[src/rtl/instruction_memory_loader_pkg.sv]
// Shared types and constants for the instruction memory loader.
// Word geometry and FSM state codes live here so the top and serializer agree.
package instruction_memory_loader_pkg;

  localparam int DEF_DATA_WIDTH = 32;
  localparam int DEF_ADDR_WIDTH = 12;
  localparam int BYTES_PER_WORD = 4;
  localparam int BYTE_IDX_W     = $clog2(BYTES_PER_WORD);

  typedef enum logic [1:0] {
    IDLE = 2'd0,
    LOAD = 2'd1,
    DONE = 2'd2
  } loader_state_t;

  localparam logic [1:0] ST_IDLE = 2'd0;
  localparam logic [1:0] ST_LOAD = 2'd1;
  localparam logic [1:0] ST_DONE = 2'd2;

  localparam logic [BYTE_IDX_W-1:0] LAST_BYTE_IDX = BYTE_IDX_W'(BYTES_PER_WORD - 1);

  // Little-endian lane select: lane 0 is the least significant byte.
  function automatic logic [7:0] byte_lane(input logic [DEF_DATA_WIDTH-1:0] word,
                                           input logic [BYTE_IDX_W-1:0] idx);
    return word[8*idx +: 8];
  endfunction

endpackage

[src/rtl/instruction_memory_loader_if.sv]
// Host/boot word channel plus byte-write port to the instruction array.
// The loader uses the slave modport; the host side uses master.
interface instruction_memory_loader_if #(
  parameter int DATA_WIDTH = 32,
  parameter int ADDR_WIDTH = 12
);

  logic                  iStart;
  logic [ADDR_WIDTH-1:0] iBaseAddr;
  logic [ADDR_WIDTH-1:0] iWordCount;
  logic                  iWordValid;
  logic [DATA_WIDTH-1:0] iWord;
  logic                  oWordReady;
  logic                  oMemWrEn;
  logic [ADDR_WIDTH-1:0] oMemAddr;
  logic [7:0]            oMemData;
  logic                  oBusy;
  logic                  oCpuHold;
  logic                  oDone;

  modport master (
    output iStart, iBaseAddr, iWordCount, iWordValid, iWord,
    input  oWordReady, oMemWrEn, oMemAddr, oMemData, oBusy, oCpuHold, oDone
  );

  modport slave (
    input  iStart, iBaseAddr, iWordCount, iWordValid, iWord,
    output oWordReady, oMemWrEn, oMemAddr, oMemData, oBusy, oCpuHold, oDone
  );

endinterface

[src/rtl/instruction_memory_loader_serializer.sv]
// Word buffer that emits one byte per cycle, LS byte first, at consecutive addresses.
// The address counter is seeded per session and keeps running across words.
module instr_word_serializer
  import instruction_memory_loader_pkg::*;
#(
  parameter int DATA_WIDTH = DEF_DATA_WIDTH,
  parameter int ADDR_WIDTH = DEF_ADDR_WIDTH
) (
  input  logic                  clk,
  input  logic                  rst,
  input  logic                  set_addr_i,
  input  logic [ADDR_WIDTH-1:0] base_addr_i,
  input  logic                  load_i,
  input  logic [DATA_WIDTH-1:0] word_i,
  output logic                  buf_valid_o,
  output logic                  last_byte_o,
  output logic [ADDR_WIDTH-1:0] addr_o,
  output logic [7:0]            data_o
);

  logic [DATA_WIDTH-1:0] buf_q, buf_d;
  logic                  buf_valid_q, buf_valid_d;
  logic [BYTE_IDX_W-1:0] byte_idx_q, byte_idx_d;
  logic [ADDR_WIDTH-1:0] addr_q, addr_d;

  always_comb begin
    buf_d       = buf_q;
    buf_valid_d = buf_valid_q;
    byte_idx_d  = byte_idx_q;
    addr_d      = addr_q;

    // byte_idx wraps back to 0 as the last lane drains, so an empty buffer always restarts at lane 0.
    if (buf_valid_q) begin
      byte_idx_d = byte_idx_q + BYTE_IDX_W'(1);
      addr_d     = addr_q + ADDR_WIDTH'(1);
      if (byte_idx_q == LAST_BYTE_IDX) begin
        buf_valid_d = 1'b0;
      end
    end

    if (set_addr_i) begin
      addr_d = base_addr_i & ~ADDR_WIDTH'(BYTES_PER_WORD - 1);
    end

    if (load_i) begin
      buf_d       = word_i;
      buf_valid_d = 1'b1;
    end
  end

  always_ff @(posedge clk) begin
    if (rst) begin
      buf_q       <= '0;
      buf_valid_q <= 1'b0;
      byte_idx_q  <= '0;
      addr_q      <= '0;
    end else begin
      buf_q       <= buf_d;
      buf_valid_q <= buf_valid_d;
      byte_idx_q  <= byte_idx_d;
      addr_q      <= addr_d;
    end
  end

  assign buf_valid_o = buf_valid_q;
  assign last_byte_o = buf_valid_q && (byte_idx_q == LAST_BYTE_IDX);
  assign addr_o      = addr_q;
  assign data_o      = byte_lane(buf_q, byte_idx_q);

endmodule

[src/rtl/instruction_memory_loader.sv]
// Load-session controller: accepts instruction words and streams them into the byte-wide ROM,
// holding the CPU off until the session completes.
//
//   state | meaning
//   IDLE  | waiting for iStart; base address and word count latched on start
//   LOAD  | accepting words and writing bytes; CPU held
//   DONE  | single-cycle end-of-session pulse on oDone
module instruction_memory_loader
  import instruction_memory_loader_pkg::*;
#(
  parameter int DATA_WIDTH = DEF_DATA_WIDTH,
  parameter int ADDR_WIDTH = DEF_ADDR_WIDTH
) (
  input logic                        clk,
  input logic                        rst,
  instruction_memory_loader_if.slave bus
);

  logic [1:0]            state_q, state_d;
  logic [ADDR_WIDTH-1:0] words_left_q, words_left_d;

  logic                  session_start;
  logic                  word_ready;
  logic                  word_accept;
  logic                  busy;
  logic                  done;
  logic                  ser_buf_valid;
  logic                  ser_last_byte;
  logic [ADDR_WIDTH-1:0] ser_addr;
  logic [7:0]            ser_data;

  assign word_accept = word_ready && bus.iWordValid;

  always_comb begin
    state_d       = state_q;
    words_left_d  = words_left_q;
    session_start = 1'b0;
    word_ready    = 1'b0;
    busy          = 1'b0;
    done          = 1'b0;

    case (state_q)
      ST_IDLE: begin
        if (bus.iStart) begin
          session_start = 1'b1;
          words_left_d  = bus.iWordCount;
          state_d       = (bus.iWordCount == '0) ? ST_DONE : ST_LOAD;
        end
      end
      ST_LOAD: begin
        busy = 1'b1;
        // Ready on the last byte lets the next word land without a bubble.
        word_ready = (words_left_q != '0) && (!ser_buf_valid || ser_last_byte);
        if (word_ready && bus.iWordValid) begin
          words_left_d = words_left_q - ADDR_WIDTH'(1);
        end
        if ((words_left_q == '0) && ser_last_byte) begin
          state_d = ST_DONE;
        end
      end
      ST_DONE: begin
        done    = 1'b1;
        state_d = ST_IDLE;
      end
      default: begin
        state_d = ST_IDLE;
      end
    endcase
  end

  always_ff @(posedge clk) begin
    if (rst) begin
      state_q      <= ST_IDLE;
      words_left_q <= '0;
    end else begin
      state_q      <= state_d;
      words_left_q <= words_left_d;
    end
  end

  instr_word_serializer #(
    .DATA_WIDTH (DATA_WIDTH),
    .ADDR_WIDTH (ADDR_WIDTH)
  ) u_serializer (
    .clk         (clk),
    .rst         (rst),
    .set_addr_i  (session_start),
    .base_addr_i (bus.iBaseAddr),
    .load_i      (word_accept),
    .word_i      (bus.iWord),
    .buf_valid_o (ser_buf_valid),
    .last_byte_o (ser_last_byte),
    .addr_o      (ser_addr),
    .data_o      (ser_data)
  );

  // The strobe is cut combinationally by rst so an aborted session never lands a stray byte.
  assign bus.oWordReady = word_ready;
  assign bus.oMemWrEn   = ser_buf_valid && !rst;
  assign bus.oMemAddr   = ser_addr;
  assign bus.oMemData   = ser_data;
  assign bus.oBusy      = busy;
  assign bus.oCpuHold   = busy;
  assign bus.oDone      = done;

endmodule

[src/flat_wrapper.sv]
// flat-port wrapper written by rule: the top's interface ports become plain ports
module instruction_memory_loader_flat import instruction_memory_loader_pkg::*;
#(
  parameter int DATA_WIDTH = DEF_DATA_WIDTH,
  parameter int ADDR_WIDTH = DEF_ADDR_WIDTH
)
  (clk, rst, bus_iStart, bus_iBaseAddr, bus_iWordCount, bus_iWordValid, bus_iWord, bus_oWordReady, bus_oMemWrEn, bus_oMemAddr, bus_oMemData, bus_oBusy, bus_oCpuHold, bus_oDone);
  instruction_memory_loader_if #(.DATA_WIDTH(DATA_WIDTH), .ADDR_WIDTH(ADDR_WIDTH)) bus_i ();
  input logic clk;
  input logic rst;
  input wire logic [$bits(bus_i.iStart)-1:0] bus_iStart;
  input wire logic [$bits(bus_i.iBaseAddr)-1:0] bus_iBaseAddr;
  input wire logic [$bits(bus_i.iWordCount)-1:0] bus_iWordCount;
  input wire logic [$bits(bus_i.iWordValid)-1:0] bus_iWordValid;
  input wire logic [$bits(bus_i.iWord)-1:0] bus_iWord;
  output wire logic [$bits(bus_i.oWordReady)-1:0] bus_oWordReady;
  output wire logic [$bits(bus_i.oMemWrEn)-1:0] bus_oMemWrEn;
  output wire logic [$bits(bus_i.oMemAddr)-1:0] bus_oMemAddr;
  output wire logic [$bits(bus_i.oMemData)-1:0] bus_oMemData;
  output wire logic [$bits(bus_i.oBusy)-1:0] bus_oBusy;
  output wire logic [$bits(bus_i.oCpuHold)-1:0] bus_oCpuHold;
  output wire logic [$bits(bus_i.oDone)-1:0] bus_oDone;
  assign bus_i.iStart = bus_iStart;
  assign bus_i.iBaseAddr = bus_iBaseAddr;
  assign bus_i.iWordCount = bus_iWordCount;
  assign bus_i.iWordValid = bus_iWordValid;
  assign bus_i.iWord = bus_iWord;
  assign bus_oWordReady = bus_i.oWordReady;
  assign bus_oMemWrEn = bus_i.oMemWrEn;
  assign bus_oMemAddr = bus_i.oMemAddr;
  assign bus_oMemData = bus_i.oMemData;
  assign bus_oBusy = bus_i.oBusy;
  assign bus_oCpuHold = bus_i.oCpuHold;
  assign bus_oDone = bus_i.oDone;
  instruction_memory_loader #(.DATA_WIDTH(DATA_WIDTH), .ADDR_WIDTH(ADDR_WIDTH)) u_core (.clk(clk), .rst(rst), .bus(bus_i));
endmodule
[config.mk]
export PLATFORM = sky130hd
export DESIGN_NAME = instruction_memory_loader_flat
export DESIGN_NICKNAME = d
export VERILOG_FILES = /design/src/rtl/instruction_memory_loader_pkg.sv /design/src/rtl/instruction_memory_loader_if.sv /design/src/rtl/instruction_memory_loader_serializer.sv /design/src/rtl/instruction_memory_loader.sv /design/src/flat_wrapper.sv
export SDC_FILE = /design/constraint.sdc
export NUM_CORES = 1
export LEC_CHECK = 0
export CORE_MARGIN = 2
export CORE_UTILIZATION = 38
export CTS_BUF_LIST = sky130_fd_sc_hd__clkbuf_8 sky130_fd_sc_hd__clkbuf_16
export DETAILED_ROUTE_END_ITERATION = 8
export PLACE_DENSITY = 0.71
export REMOVE_ABC_BUFFERS = 1
export SYNTH_ARGS = -nofsm -noshare
export SYNTH_HDL_FRONTEND = slang
export SYNTH_SLANG_ARGS = --single-unit
export TNS_END_PERCENT = 100
[constraint.sdc]
create_clock -name clk -period 2.4 [get_ports clk]
set_input_delay 0.36 -clock clk [delete_from_list [all_inputs] [get_ports clk]]
set_output_delay 0.36 -clock clk [all_outputs]
set_load 0.01 [all_outputs]
# Yosys cells after proc, flatten, opt, wreduce, memory -nomap -nowiden
# Index checks and enable logic that the tools add are counted.
dict set report totals {
  elab_cells 52
  out_inout_bits 25
  regBits 61
  in_bits 60
}
dict set report op_classes {
  n_addsub 3
  n_mux 17
  reduce_logical 18
  n_shift 1
  n_eq_ne 6
}
# operator n
set op_table {}
lappend op_table {{2-to-1 mux 12 bit} 4}
lappend op_table {{variable part select 32 x 6 -> 8 bit} 1}
lappend op_table {{zero test 12 bit} 2}
lappend op_table {{case mux 12 bit (2 select lines)} 1}
lappend op_table {{adder 12 x 1 -> 12 bit, second input constant} 1}
lappend op_table {{nonzero test 12 bit} 1}
lappend op_table {{subtractor 12 x 1 -> 12 bit, second input constant} 1}
lappend op_table {{2-to-1 mux 1 bit} 8}
lappend op_table {{logical AND 1 bit} 6}
lappend op_table {{2-to-1 mux 2 bit} 3}
lappend op_table {{equality test 2 bit, second input constant} 2}
lappend op_table {{!= test 2 x 1 -> 1 bit, second input constant} 2}
lappend op_table {{case mux 2 bit (2 select lines)} 1}
lappend op_table {{nonzero test 2 bit} 2}
lappend op_table {{AND reduction 3 bit} 1}
lappend op_table {{adder 2 x 1 -> 2 bit, second input constant} 1}
lappend op_table {{equality test 2 x 1 -> 1 bit, second input constant} 1}
lappend op_table {{zero test 1 bit} 2}
lappend op_table {{zero test 2 bit} 1}
lappend op_table {{!= test 2 bit, second input constant} 1}
lappend op_table {{AND reduction 2 bit} 1}
lappend op_table {{OR reduction 2 bit} 1}
lappend op_table {{logical OR 1 bit} 1}

# Longest topological paths before layout
# Gate-level depths: netlist of the first run.
dict set report logic_depth {
  word_depth 7
  depth_mapped 8
  ltp_nobuf 6
}

# Hierarchy
# A second synthesis of the first run with hierarchy kept.
dict set report unflattened {
  cells_unflattened 334
  area_unflattened_um2 3138.0
}
# mod area_per_inst_um2 seq_area_each_um2 n_inst cells_per_inst
set by_module_without_submodules {}
lappend by_module_without_submodules {instr_word_serializer 2163.3 940.9 1 205}
lappend by_module_without_submodules {instruction_memory_loader 974.7 280.3 1 129}

# Least setup slack after synthesis of the first run
# Ideal clock, no wire load.
dict set report synth_path {
  path_kind {register to output}
  startpoint {register u_core.u_serializer.byte_idx_q[0]}
  endpoint {output bus_oMemData[0]}
  t_arrival_ps 1382
  path_buffers 1
  path_slack_ps 658
  required_time_ps 2040
  stages_incl_launch_ff 3
  cell_sequence {dfxtp_1 -> clkbuf_1 -> mux4_2}
}
dict set report synth_between {
  elab_chain_cells 1
}
# element line_no
set synth_rtl {}
lappend synth_rtl {{start, declared} instruction_memory_loader_serializer.sv:23} ;# logic [BYTE_IDX_W-1:0] byte_idx_q, byte_idx_d;
lappend synth_rtl {{start signal, assigned} instruction_memory_loader_serializer.sv:60} ;# byte_idx_q <= byte_idx_d;
lappend synth_rtl {{variable part select 32 x 6 -> 8 bit} instruction_memory_loader_pkg.sv:25} ;# return word[8*idx +: 8];
lappend synth_rtl {{end, declared} flat_wrapper.sv:19} ;# output wire logic [$bits(bus_i.oMemData)-1:0] bus_oMemData;
# Every way passes these cells.

# Final worst setup path of the first run
dict set report layout_path {
  startpoint {register u_core.u_serializer.byte_idx_q[0]}
  endpoint {output bus_oMemData[2]}
}
# Same word-level chain as after synthesis.

==> results.txt, run 1 <==
Sw power = 817 uW
Initial antenna violation count = 0
DRC viols = 0
GP Congestion = 0.875
Total CTS buffers = 9
Top area cells in the synthesized netlist = dfxtp_1 38%, mux2i_1 11%, nand2_1 7.1%
Pre-CTS WS = 0.162 ns
Reg power frac = 0.422
Status = finished, final reports clean
Setup WS post-layout = 0.118 ns
Setup TNS = 0 ns
Internal power = 1.96 mW
Clk network pwr share = 0.325
Yosys reg bits = 61
Total wire length = 7670 um
Largest net degree at the start of global routing = 68
Cell Pwr Density = 643 nW/um^2
Setup crit start kind = register
Fin. Hold Viols = 0
Initial Util = 0.391
Hold Path Class = reg -> reg
F_max = 438 MHz
Crit Path Max Fanout = 8
Clk_lat worst skew = 0.33 ns
Cell count after synthesis = 349
H-tree Lvls = 3
CTS Root Cell = clkbuf_8
Largest area contributor in the netlist = dfxtp_1
PortBufs = 82
Net Sw Frac = 0.294
Fillers = 782
Clock sink count = 61
Vias per cell = 5.30
Hpwl dp = 5410 um
Layout area overhead = 34.4%
Wire length per cell = 14.3 um
ANT cells = 0
Worst-Margin Slew = 1.13 ns
Post-synth top cells = 61 x dfxtp_1, 61 x nand2_1, 34 x mux2i_1
Synth Flop Type = dfxtp_1
Final min period = 2.28 ns
Row cnt = 33
Antenna-violating nets left = 0
Peak supply drop = 0.363 mV
Clock skew = 0.0106 ns
Clock buffer depth = 2
Post-synthesis cell type count = 48
Synthesized area per cell = 9.21 um^2
Critical Path RT = 2.04 ns
Final period util = 0.951
RSZ-0062 raised after global routing = no
Hold_buf cts = 0
Maxcap violations = 0
Endpoint type of the worst setup path = primary output
Ports = 85
CTS tree = yes
Die Y = 96.0 um
Layout cell share with drive strength beyond 1 = 0.111
DR pass1 iterations = 4
Critical path class = reg -> out
Slew headroom = 0.242
Area of the die = 9210 um^2
Core area = 8220 um^2
Mapped Area = 3220 um^2
Post-DP Area = 4110 um^2
Yosys warnings = 0
Static leakage = 1.55 nW
Post-layout net count = 492
Die W = 96.0 um
Post-synth EDFFs = 0
Total number of vias = 2854
Post-synthesis sequential area ratio = 0.380
# setup viols final = 0
Gr usage total = 0.174
Grt total ovfl = 0
Final Cell Area = 4320 um^2
Initial DRC count = 81
Vias in the first global route = 2735
Crit path DAT = 1.92 ns
Setup Buffers After CTS = 0
Part of the power in combinational logic = 0.253
Yosys top cell area share = 0.380
Max Slew Vio Count = 0
Post-synthesis async set-or-reset flop share = 0
First-pass GRT wire length = 12500 um
Clock-pin slew on the worst setup and hold paths = 0.08 ns
## layer usage
metal | part of all wire | vias up | GRT usage
li1 | - | 1431 | -
met1 | 0.47 | 1350 | 0.230
met2 | 0.47 | 71 | 0.281
met3 | 0.052 | 2 | 0.0431
met4 | 0.0038 | 0 | 0.0500
met5 | 0 | - | 0
## layout by cell type, fill, tap and decap left out, drive strengths merged, types with 2 or more instances in the layout
master,instances
a211oi,8
a21oi,13
a22oi,2
a311oi,2
a31oi,4
a32oi,3
and2,5
and3,10
buf,13
clkbuf,10
clkdlybuf4s50,81
clkinv,2
clkinvlp,3
dfxtp,61
ha,4
inv,6
mux2i,34
mux4,8
nand2,61
nand2b,10
nand3,3
nand4,6
nor2,21
nor2b,2
nor3,6
nor3b,3
nor4,7
o21ai,2
o311ai,10
o31ai,11
or3,2
xnor2,2
xor2,7
## state kept, by name (all words and copies together) (netlist names)
name,cells
u_core.words_left_q,12
u_core.u_serializer.buf_q,32
u_core.u_serializer.addr_o,12
u_core.u_serializer.buf_valid_o,1
u_core.u_serializer.byte_idx_q,2
u_core.state_q,2
## through the flow
step | utilization | power, mW | hold WS (ns) | std cells
finish | 0.526 | 2.78 | 0.457 | 538
global route | 0.526 | 2.94 | 0.476 | 538
CTS | 0.525 | 2.81 | 0.459 | 538
detailed placement | 0.500 | 1.89 | 0.447 | 522
global placement | 0.500 | 1.87 | 0.440 | 522
floorplan | - | 1.56 | 0.429 | 322
## repair_timing
item                       in CTS  in global routing
gates resized for setup         2                  1
cloned                          0                  0
setup endpoints to repair       1                  3
## critical path, cell delays in order, from the launching register on
cell and delay (ns):
dfxtp_1 0.39, buf_6 0.20, mux4_2 0.52, clkdlybuf4s50_1 0.49
## logic make-up after synthesis
group,synth area share
compound gates,0.132
xor+xnor,0.0245
buf+inv,0.0595
flops,0.380
fa+ha+maj,0.0156
mux,0.165
simple gates,0.223
## power groups by stage
stage	logic, mW	registers [mW]	clock network, mW
3_3_place_gp	0.687	1.19	0
4_1_cts	0.705	1.17	0.930
3_5_place_dp	0.697	1.19	0
2_1_floorplan	0.371	1.19	0
5_1_grt	0.768	1.18	0.986
6_report	0.703	1.17	0.902
## area by class of cell
cell class	instances	area, um^2	share of cell area
multi-input combinational	255	1810	0.419
sequential	61	1220	0.283
timing repair buffer	95	933	0.216
clock buffer	10	138	0.0319
tap	105	131	0.0304
clock inverter	6	62.6	0.0145
inverter	6	22.5	0.00521
## final timing paths
kind | depth (start not counted) | endpoint | slack [ns] | startpoint
max | 3 | bus_oMemData[2] | 0.12 | u_core.u_serializer.byte_idx_q[0]
min | 2 | u_core.u_serializer.buf_q[25] | 0.46 | u_core.u_serializer.buf_q[25]
max reg2reg | 5 | u_core.words_left_q[1] | 0.24 | u_core.u_serializer.byte_idx_q[0]
min reg2reg | 2 | u_core.u_serializer.buf_q[25] | 0.46 | u_core.u_serializer.buf_q[25]
Power figures use the tool's default switching activity.
==> inputs of run 2 (changes only) <==
--- a/config.mk
+++ b/config.mk
@@ -12,4 +12,5 @@
 export PLACE_DENSITY = 0.71
 export REMOVE_ABC_BUFFERS = 1
+export SKIP_LAST_GASP = 1
 export SYNTH_ARGS = -nofsm -noshare
 export SYNTH_HDL_FRONTEND = slang
==> constraint.sdc (replaced) <==
create_clock -name clk -period 2.4 [get_ports clk]
set_input_delay 0.36 -clock clk [delete_from_list [all_inputs] [get_ports clk]]
set_output_delay 0.36 -clock clk [all_outputs]
set_load 0.05 [all_outputs]
==> run 2 against run 1 <==
Routed wire length hardly changed. Total power is 0.14% higher. Hold slack hardly changed. Sequential power hardly changed. Clock skew hardly changed. Highest routed layer unchanged.
==> results.txt, run 2 (synthesis gave the netlist of run 1 again) <==
Post-layout net count = 491 (was 492)
Wire length per cell = 14.3 um (about the same)
First-pass GRT wire length = 12200 um (was 12500 um)
PortBufs = 82 (unchanged)
Util after Layout = 0.521 (was 0.526)
DR pass1 iterations = 4 (unchanged)
Antenna-violating nets left = 0 (unchanged)
Clk network pwr share = 0.290 (was 0.325)
Static leakage = 1.55 nW (about the same)
RSZ-0062 raised after global routing = no (unchanged)
Max reg flops = 32 (unchanged)
Total placed cells including tap cells = 521 (was 522)
Vias in the first global route = 2669 (was 2735)
Sw power = 928 uW (was 817 uW)
Buf/Inv on CP = 2 (unchanged)
Clock-pin slew on the worst setup and hold paths = 0.07 ns (was 0.08 ns)
Layout cell share with drive strength beyond 1 = 0.137 (was 0.111)
Reg power frac = 0.420 (was 0.422)
R2R depth = 5 (unchanged)
Total wire length = 7660 um (was 7670 um)
GP Congestion = 0.868 (was 0.875)
Total CTS buffers = 9 (unchanged)
Worst path slowest cell = nor4b_2 (was mux4_2)
Biggest register = u_core.u_serializer.buf_q (unchanged)
Vias per cell = 5.32 (was 5.30)
Slew headroom = 0.253 (was 0.242)
FF/Latch Area = 1220 um^2 (unchanged)
Fillers = 753 (was 782)
Setup TNS = 0 ns (unchanged)
# setup viols final = 0 (unchanged)
Critical Path Stages = 6 (was 3)
H-tree Lvls = 3 (unchanged)
Grt total ovfl = 0 (unchanged)
Final period util = 0.948 (was 0.951)
Layout area overhead = 33.0% (was 34.4%)
Area of the multi-input gates = 1810 um^2 (about the same)
Clock buffer depth = 2 (unchanged)
Hold Path Depth = 2 (unchanged)
Commonest non-fill, non-tap cell in the layout = clkdlybuf4s50_1 (unchanged)
Crit Path Max Fanout = 5 (was 8)
Final min period = 2.28 ns (about the same)
Fin. Hold Viols = 0 (unchanged)
CP max stage delay = 0.41 ns (was 0.52 ns)
Total number of vias = 2858 (was 2854)
Critical path class = reg -> out (unchanged)
Status = finished, final reports clean (unchanged)
Ports = 85 (unchanged)
F_max = 439 MHz (was 438 MHz)
Crit path DAT = 1.92 ns (about the same)
Post-CTS sizing = 0 (was 2)
Setup WS post-layout = 0.125 ns (was 0.118 ns)
Hpwl dp = 5370 um (was 5410 um)
Post-DP Area = 4100 um^2 (was 4110 um^2)
Net Sw Frac = 0.334 (was 0.294)
Endpoint type of the worst setup path = primary output (unchanged)
Initial antenna violation count = 0 (unchanged)
Hold_buf cts = 0 (unchanged)
Gr usage total = 0.170 (was 0.174)
Die W = 96.0 um (unchanged)
CP top delay family = simple AND/OR/NAND/NOR gates (was buffers and inverters)
Final Cell Area = 4280 um^2 (was 4320 um^2)
Row cnt = 33 (unchanged)
Initial DRC count = 117 (was 81)
Initial Util = 0.391 (unchanged)
Final non-filler cell total = 537 (was 538)
Clk_lat worst skew = 0.33 ns (about the same)
Most frequent cells in the layout = 70 x clkdlybuf4s50_1, 61 x nand2_1, 61 x dfxtp_1 (was 81 x clkdlybuf4s50_1, 61 x nand2_1, 61 x dfxtp_1)
Die Y = 96.0 um (unchanged)
Setup crit start kind = register (unchanged)
ANT cells = 0 (unchanged)
CTS Root Cell = clkbuf_8 (unchanged)
Worst-Margin Slew = 1.12 ns (was 1.13 ns)
Worst R2R Setup Slack = 0.30 ns (was 0.24 ns)
Max Slew Vio Count = 0 (unchanged)
Setup Buffers After CTS = 0 (unchanged)
Hold Path Class = reg -> reg (unchanged)
Pre-CTS WS = 0.158 ns (was 0.162 ns)
Maxcap violations = 0 (unchanged)
Power Total = 2.78 mW (about the same)
Clock sink count = 61 (unchanged)
Core area = 8220 um^2 (unchanged)
DRC viols = 0 (unchanged)
Area of the die = 9210 um^2 (unchanged)
Cell Pwr Density = 650 nW/um^2 (was 643 nW/um^2)
CP cell instances = inv_1, ha_1, nor4b_2, nand3_4, and3_1, buf_12 (was buf_6, mux4_2, clkdlybuf4s50_1)
Largest net degree at the start of global routing = 67 (was 68)
CTS tree = yes (unchanged)
Clock skew = 0.0107 ns (was 0.0106 ns)
Peak supply drop = 0.287 mV (was 0.363 mV)
Internal power = 1.85 mW (was 1.96 mW)
Part of the power in combinational logic = 0.290 (was 0.253)
Critical Path RT = 2.04 ns (about the same)
Min Hold Slack = 0.456 ns (was 0.457 ns)
==> run 2: final timing paths <==
path                              endpoint                         startpoint
max reg2reg         u_core.words_left_q[1]  u_core.u_serializer.byte_idx_q[0]
max                         bus_oWordReady             u_core.words_left_q[0]
min reg2reg  u_core.u_serializer.buf_q[21]      u_core.u_serializer.buf_q[21]
min          u_core.u_serializer.buf_q[21]      u_core.u_serializer.buf_q[21]
==> run 2: worst register-to-register path, cell delays in order, from the launching register on <==
cell       delay, ns
dfxtp_1         0.32
ha_1            0.22
nand2b_1        0.20
a31oi_1         0.85
a2111oi_0       0.18
a211oi_1        0.26
==> run 2: metal layers <==
| metal | track usage | part of all wire |
|---|---|---|
| met2 | 0.280 | 0.47 |
| met3 | 0.0392 | 0.065 |
| met5 | 0 | 0 |
| met1 | 0.216 | 0.45 |
| met4 | 0.0667 | 0.013 |
==> run 2: final cells by class <==
class,instances,share of cell area
clock buffer,10,0.0322
tap,105,0.0307
multi-input combinational,255,0.422
timing repair buffer,94,0.215
clock inverter,6,0.00936
inverter,6,0.00526
sequential,61,0.285
==> run 2: power groups by stage <==
stage	combinational, mW	clock, mW	sequential [mW]
2_1_floorplan	0.423	0	1.24
3_3_place_gp	0.793	0	1.19
3_5_place_dp	0.803	0	1.19
4_1_cts	0.805	0.829	1.17
5_1_grt	0.871	0.874	1.18
6_report	0.807	0.806	1.17
==> inputs of run 3 (changes only) <==
- CTS_CLUSTER_DIAMETER: unset -> 60
==> results of run 3 <==
The final DEF is identical to that of run 2; final timing and power are the same.
